==> src/rtl/ramctrl_pkg.sv <==
// Shared constants and types for the byte-serial RAM controller.
// Holds the address/instruction widths and the load/store width encodings.
package ramctrl_pkg;

  localparam int unsigned AddressWidth = 32;
  localparam int unsigned IDWidth      = 32;

  // Load/store width field is a plain byte count.
  localparam logic [2:0] WIDTH_BYTE = 3'd1;
  localparam logic [2:0] WIDTH_HALF = 3'd2;
  localparam logic [2:0] WIDTH_WORD = 3'd4;

  typedef enum logic [1:0] {
    ST_IDLE,
    ST_READ,
    ST_WRITE
  } state_t;

  typedef enum logic {
    OWN_ICACHE,
    OWN_LSB
  } owner_t;

endpackage

==> src/rtl/ramctrl.sv <==
// Byte-serial RAM controller arbitrating instruction fetches and load/store
// accesses onto an 8-bit memory port, with I/O write back-pressure.
module ramctrl
  import ramctrl_pkg::*;
#(
  parameter int unsigned              READ_LATENCY = 1,
  parameter logic [AddressWidth-1:0]  IO_BASE      = 32'h30000
) (
  input  logic                    clk_in,
  input  logic                    rst_in,
  input  logic                    rdy_in,

  input  logic                    icache_ramctrl_en_in,
  input  logic [AddressWidth-1:0] icache_ramctrl_addr_in,
  output logic                    ramctrl_icache_inst_rdy_out,
  output logic [IDWidth-1:0]      ramctrl_icache_inst_inst_out,

  input  logic                    lsb_ramctrl_en_in,
  input  logic                    lsb_ramctrl_rw_in,
  input  logic [2:0]              lsb_ramctrl_width_in,
  input  logic [AddressWidth-1:0] lsb_ramctrl_addr_in,
  input  logic [31:0]             lsb_ramctrl_data_in,
  output logic                    ramctrl_lsb_rdy_out,
  output logic [31:0]             ramctrl_lsb_data_out,

  input  logic [7:0]              mem_din_in,
  output logic [7:0]              mem_dout_out,
  output logic [AddressWidth-1:0] mem_a_out,
  output logic                    mem_wr_out,
  input  logic                    io_buffer_full_in
);

  state_t                  state;
  owner_t                  owner;
  logic [2:0]              cnt;
  logic [2:0]              width_q;
  logic [AddressWidth-1:0] base_q;
  logic [31:0]             data_q;
  logic [31:0]             rd_buf;
  logic                    wr_q;

  logic [31:0]             merged;
  logic [2:0]              cnt_nxt;
  logic [1:0]              idx_nxt;
  logic                    last;
  logic                    io_block;

  // The byte addressed in the current cycle is the final one of the access.
  assign last     = (cnt + 3'(READ_LATENCY)) == width_q;
  assign cnt_nxt  = cnt + 3'd1;
  assign idx_nxt  = cnt_nxt[1:0];
  assign io_block = wr_q & io_buffer_full_in & (mem_a_out >= IO_BASE);

  // Write strobe is the only output gated combinationally: a stalled I/O byte
  // or a frozen pipeline must never reach the memory as a write.
  assign mem_wr_out = wr_q & rdy_in & ~io_block;

  always_comb begin
    merged = rd_buf;
    merged[{cnt[1:0], 3'b000} +: 8] = mem_din_in;
  end

  always_ff @(posedge clk_in or posedge rst_in) begin
    if (rst_in) begin
      state                        <= ST_IDLE;
      owner                        <= OWN_ICACHE;
      cnt                          <= '0;
      width_q                      <= '0;
      base_q                       <= '0;
      data_q                       <= '0;
      rd_buf                       <= '0;
      wr_q                         <= 1'b0;
      mem_a_out                    <= '0;
      mem_dout_out                 <= '0;
      ramctrl_icache_inst_rdy_out  <= 1'b0;
      ramctrl_icache_inst_inst_out <= '0;
      ramctrl_lsb_rdy_out          <= 1'b0;
      ramctrl_lsb_data_out         <= '0;
    end else if (rdy_in) begin
      ramctrl_icache_inst_rdy_out <= 1'b0;
      ramctrl_lsb_rdy_out         <= 1'b0;
      case (state)
        ST_IDLE: begin
          cnt    <= '0;
          rd_buf <= '0;
          if (lsb_ramctrl_en_in) begin
            owner        <= OWN_LSB;
            base_q       <= lsb_ramctrl_addr_in;
            width_q      <= lsb_ramctrl_width_in;
            data_q       <= lsb_ramctrl_data_in;
            mem_a_out    <= lsb_ramctrl_addr_in;
            mem_dout_out <= lsb_ramctrl_data_in[7:0];
            wr_q         <= lsb_ramctrl_rw_in;
            state        <= lsb_ramctrl_rw_in ? ST_WRITE : ST_READ;
          end else if (icache_ramctrl_en_in) begin
            owner     <= OWN_ICACHE;
            base_q    <= icache_ramctrl_addr_in;
            width_q   <= WIDTH_WORD;
            mem_a_out <= icache_ramctrl_addr_in;
            wr_q      <= 1'b0;
            state     <= ST_READ;
          end
        end
        ST_READ: begin
          if (owner == OWN_ICACHE && !icache_ramctrl_en_in) begin
            state <= ST_IDLE;
          end else if (last) begin
            state <= ST_IDLE;
            if (owner == OWN_LSB) begin
              ramctrl_lsb_data_out <= merged;
              ramctrl_lsb_rdy_out  <= 1'b1;
            end else begin
              ramctrl_icache_inst_inst_out <= merged;
              ramctrl_icache_inst_rdy_out  <= 1'b1;
            end
          end else begin
            rd_buf    <= merged;
            cnt       <= cnt_nxt;
            mem_a_out <= base_q + AddressWidth'(cnt_nxt);
          end
        end
        ST_WRITE: begin
          if (!io_block) begin
            if (last) begin
              state               <= ST_IDLE;
              wr_q                <= 1'b0;
              ramctrl_lsb_rdy_out <= 1'b1;
            end else begin
              cnt          <= cnt_nxt;
              mem_a_out    <= base_q + AddressWidth'(cnt_nxt);
              mem_dout_out <= data_q[{idx_nxt, 3'b000} +: 8];
            end
          end
        end
        default: state <= ST_IDLE;
      endcase
    end
  end

endmodule

==> config.mk <==
export PLATFORM = sky130hd
export DESIGN_NAME = ramctrl
export DESIGN_NICKNAME = d
export VERILOG_FILES = /design/src/rtl/ramctrl_pkg.sv /design/src/rtl/ramctrl.sv
export SDC_FILE = /design/constraint.sdc
export NUM_CORES = 1
export LEC_CHECK = 0
export CELL_PAD_IN_SITES_DETAIL_PLACEMENT = 0
export CELL_PAD_IN_SITES_GLOBAL_PLACEMENT = 1
export CORE_MARGIN = 2
export CORE_UTILIZATION = 40
export CTS_BUF_LIST = sky130_fd_sc_hd__clkbuf_2
export DETAILED_ROUTE_END_ITERATION = 12
export GPL_ROUTABILITY_DRIVEN = 0
export HOLD_SLACK_MARGIN = 0.06
export PLACE_DENSITY_LB_ADDON = 0.1
export SLEW_MARGIN = 0
export SYNTH_ARGS = -nofsm -noshare
export SYNTH_HDL_FRONTEND = slang
export SYNTH_SLANG_ARGS = --single-unit
==> constraint.sdc <==
create_clock -name clk_in -period 9 [get_ports clk_in]
set_input_delay 0.9 -clock clk_in [delete_from_list [all_inputs] [get_ports clk_in]]
set_output_delay 0.9 -clock clk_in [all_outputs]
set_load 0.005 [all_outputs]
==> impl_metrics.csv <==
group,metric,value,unit
logic_synthesis,ys_seq_area_share,52.7,%
setup_path,crit_start,"cnt[0]$_DFFE_PP0P_",
finish,most-common-layout-cells,"clkdlybuf4s50_1, dfrtp_1, nand2_1",
min_path,hold_class,"register to register",
clock_tree,cts_max_path_buffers,3,
floorplan,core,25000,µm²
timing,max_freq,221,MHz
timing,report.final.slew_viol_count,0,
global_route,antenna_found_initial,1,
timing,hold_slack,0.479,ns
floorplan,rows,58,
route,wl_per_cell,16.4,µm
route,drc_errors,0,
clock_tree,path_clk_slew,0.11,ns
timing,worst_pin_slew,1.10,ns
power,ir_drop,0.000141,V
power,power_density,282,nW/µm²
timing,fin_crit_sh,50.3,%
logic_synthesis,syn_nets,1117,
logic_synthesis,synth_flop_cell,"dfrtp_1",
placement,io_buffers,220,
setup_path,arrival,5.25,ns
logic_synthesis,syn_avg_cell_area,10.2,µm²
clock_tree,cts_buffers,57,
timing,finalWorstSetupSlack,4.47,ns
route,ant_nets,0,
min_path,hp-start,"ramctrl_lsb_data_out[3]$_DFFE_PP0P_",
timing,rsz0062_at_grt,"false",
route,drt-total-wl,26100,µm
setup_path,cp_cell_sequence,"inv_1 -> ha_1 -> fa_1 -> a21oi_1 -> nor4bb_2 -> nand2_1 -> nor3_1 -> nor3_1 -> o31ai_1",
logic_synthesis,ys_seq_elements,212,
route,vias_per_cell,4.99,
job,drv_cap,0,
logic_synthesis,synthesis.area,10100,µm²
timing,fin_tns_setup,0,ns
global_route,track_usage,20.3,%
route,first_pass_iters,5,
setup_path,r2r-start,"cnt[0]$_DFFE_PP0P_",
global_route,grt_pass1_wl,42800,µm
clock_tree,clock_latency,0.86,ns
logic_synthesis,synth-edff-count,0,
timing,finalCriticalPeriod,4.53,ns
logic_synthesis,yosys.cell_types.count,55,
clock_tree,cts_tree,"built",
global_route,grt_max_degree,138,
placement,dp_hpwl,17900,µm
clock_tree,h-tree-depth,2,
logic_synthesis,synthArstFlopShare,100,%
setup_path,end_kind,"register",
finish,final_common_cell,"clkdlybuf4s50_1",
floorplan,io_pins,221,
floorplan,start_util,40.3,%
setup_path,cp_max_fo,17,
setup_path,crit_top_cell,"nor3_1",
timing,skew,0.0720,ns
timing,slew_headroom,25.7,%
logic_synthesis,syn_inst,989,
clock_tree,cts_root_buf,"clkbuf_2",
setup_path,cp_data_required_time,9.73,ns
route,num_vias,7950,
power,p_leak,0.00565,µW
setup_path,critPathSlowestCell,"nor4bb_2",
finish,drive_above_1_share,12.8,%
floorplan,die_h,163,µm
floorplan,dieArea,26500,µm²
placement,dp_slack,4.39,ns
clock_tree,postCtsHoldBufs,0,
route,drtIter0Drc,441,
finish,syn_to_final_growth,29.5,%
logic_synthesis,yosysWarnings,0,
global_route,grt_pass1_vias,8007,
clock_tree,cts_sinks,212,
finish,final_nets,1349,
power,p_total,3680,µW
global_route,grt_overflow,0,
setup_path,startpoint_type,"register",
clock_tree,postCtsSetupBuffers,0,
setup_path,slowest_delay,0.97,ns
floorplan,die_x,163,µm
clock_tree,post_cts_resized,0,
timing,finalSetupViolCount,0,
placement,placed_cells,1492,
status,outcome,"completed",
setup_path,path_class,"register to register",
finish,final_cell_count_no_fill,1593,
timing,hold_viol,0,
## through the flow
stage                     instance area [µm²]  utilization [%]
after detailed placement                12500             50.2
after global routing                    13000             52.2
final                                   13000             52.2
after global placement                  12500             50.2
after floorplan                         10100                -
after CTS                               13000             52.2
## critical path: cells and delay by family (launching register included)
kind            cells  cell delay (ns)
compound gates      2             0.40
fa+ha+maj           2             1.21
buf+inv             1             0.30
flops               1             0.94
simple gates        4             1.53
## where the power goes
part	leakage [µW]	switching [µW]	internal [µW]
clock	0.000401	400	289
sequential	0.00276	242	1250
combinational	0.00249	779	727
total	0.00565	1420	2260
## worst paths after layout
| check | end | slack, ns | depth (start not counted) |
|---|---|---|---|
| min in group asynchronous | ramctrl_icache_inst_inst_out[12]$_DFFE_PP0P_ | 0.66 | 2 |
| max in group asynchronous | rd_buf[7]$_DFFE_PP0P_ | 6.69 | 3 |
| worst min register to register | ramctrl_lsb_data_out[3]$_DFFE_PP0P_ | 0.48 | 2 |
| worst max register to register | mem_a_out[30]$_DFFE_PP0P_ | 4.47 | 9 |
| worst max-delay path | mem_a_out[30]$_DFFE_PP0P_ | 4.47 | 9 |
| worst min-delay path | ramctrl_lsb_data_out[3]$_DFFE_PP0P_ | 0.48 | 2 |
## flip-flops by register name, summed over array words and instances (netlist names)
register                      cells
rd_buf                           32
ramctrl_icache_inst_inst_out     32
data_q                           32
mem_a_out                        32
wr_q                              1
state                             2
base_q                           32
width_q                           3
ramctrl_lsb_data_out             32
ramctrl_icache_inst_rdy_out       1
ramctrl_lsb_rdy_out               1
mem_dout_out                      8
cnt                               3
owner                             1
## cells by family (layout without fill, tap and decap cells)
family / after synthesis / count (layout) / share of synthesized area [%]
multiplexers: 87 / 87 / 10.1
adder cells (fa/ha/maj): 14 / 14 / 1.81
XOR/XNOR: 29 / 29 / 2.68
buffers and inverters: 65 / 338 / 2.73
AO/OA/AOI/OAI: 258 / 258 / 14.5
other: 0 / 1 / 0
AND/OR/NAND/NOR: 324 / 324 / 15.5
flip-flops: 212 / 212 / 52.7
## synth_stat cells (3+ instances only)
cell	instances	area share, %
buf_2	13	0.65
and3_1	4	0.25
mux4_2	8	1.8
clkbuf_1	35	1.3
nor4_1	4	0.25
xnor2_1	12	1.0
a21oi_1	38	1.9
nor2b_1	36	2.2
nand2_1	187	7.0
mux2_2	40	4.5
a21o_1	13	0.97
buf_1	5	0.19
nand4_1	13	0.81
o21ai_1	5	0.25
inv_1	10	0.37
and2_1	19	1.2
nor3_1	8	0.40
o21ai_0	161	8.0
and4_1	3	0.26
ha_1	13	1.6
nor2_1	17	0.63
o31ai_1	8	0.60
xor2_1	16	1.4
mux2i_1	39	3.9
dfrtp_1	212	53
a211oi_1	16	1.2
nand3_1	18	0.89
## per-layer routing
| metal | track usage, % | wire, µm |
|---|---|---|
| met1 | 28.0 | 12300 |
| met2 | 32.5 | 12100 |
| met4 | 5.63 | 372 |
| met3 | 4.46 | 1310 |
| met5 | 0 | 0 |
## area by class of cell
| type | instances | area (µm²) |
|---|---|---|
| fillers | 2384 | 11900 |
| flip-flops and latches | 212 | 5310 |
| multi-input cells | 712 | 4500 |
| repair buffers | 228 | 2260 |
| clock buffers | 90 | 450 |
| well taps | 330 | 413 |
| clock inverters | 10 | 67.6 |
| inverters | 10 | 45.0 |
| diodes | 1 | 2.50 |
Power figures use the tool's default switching activity.
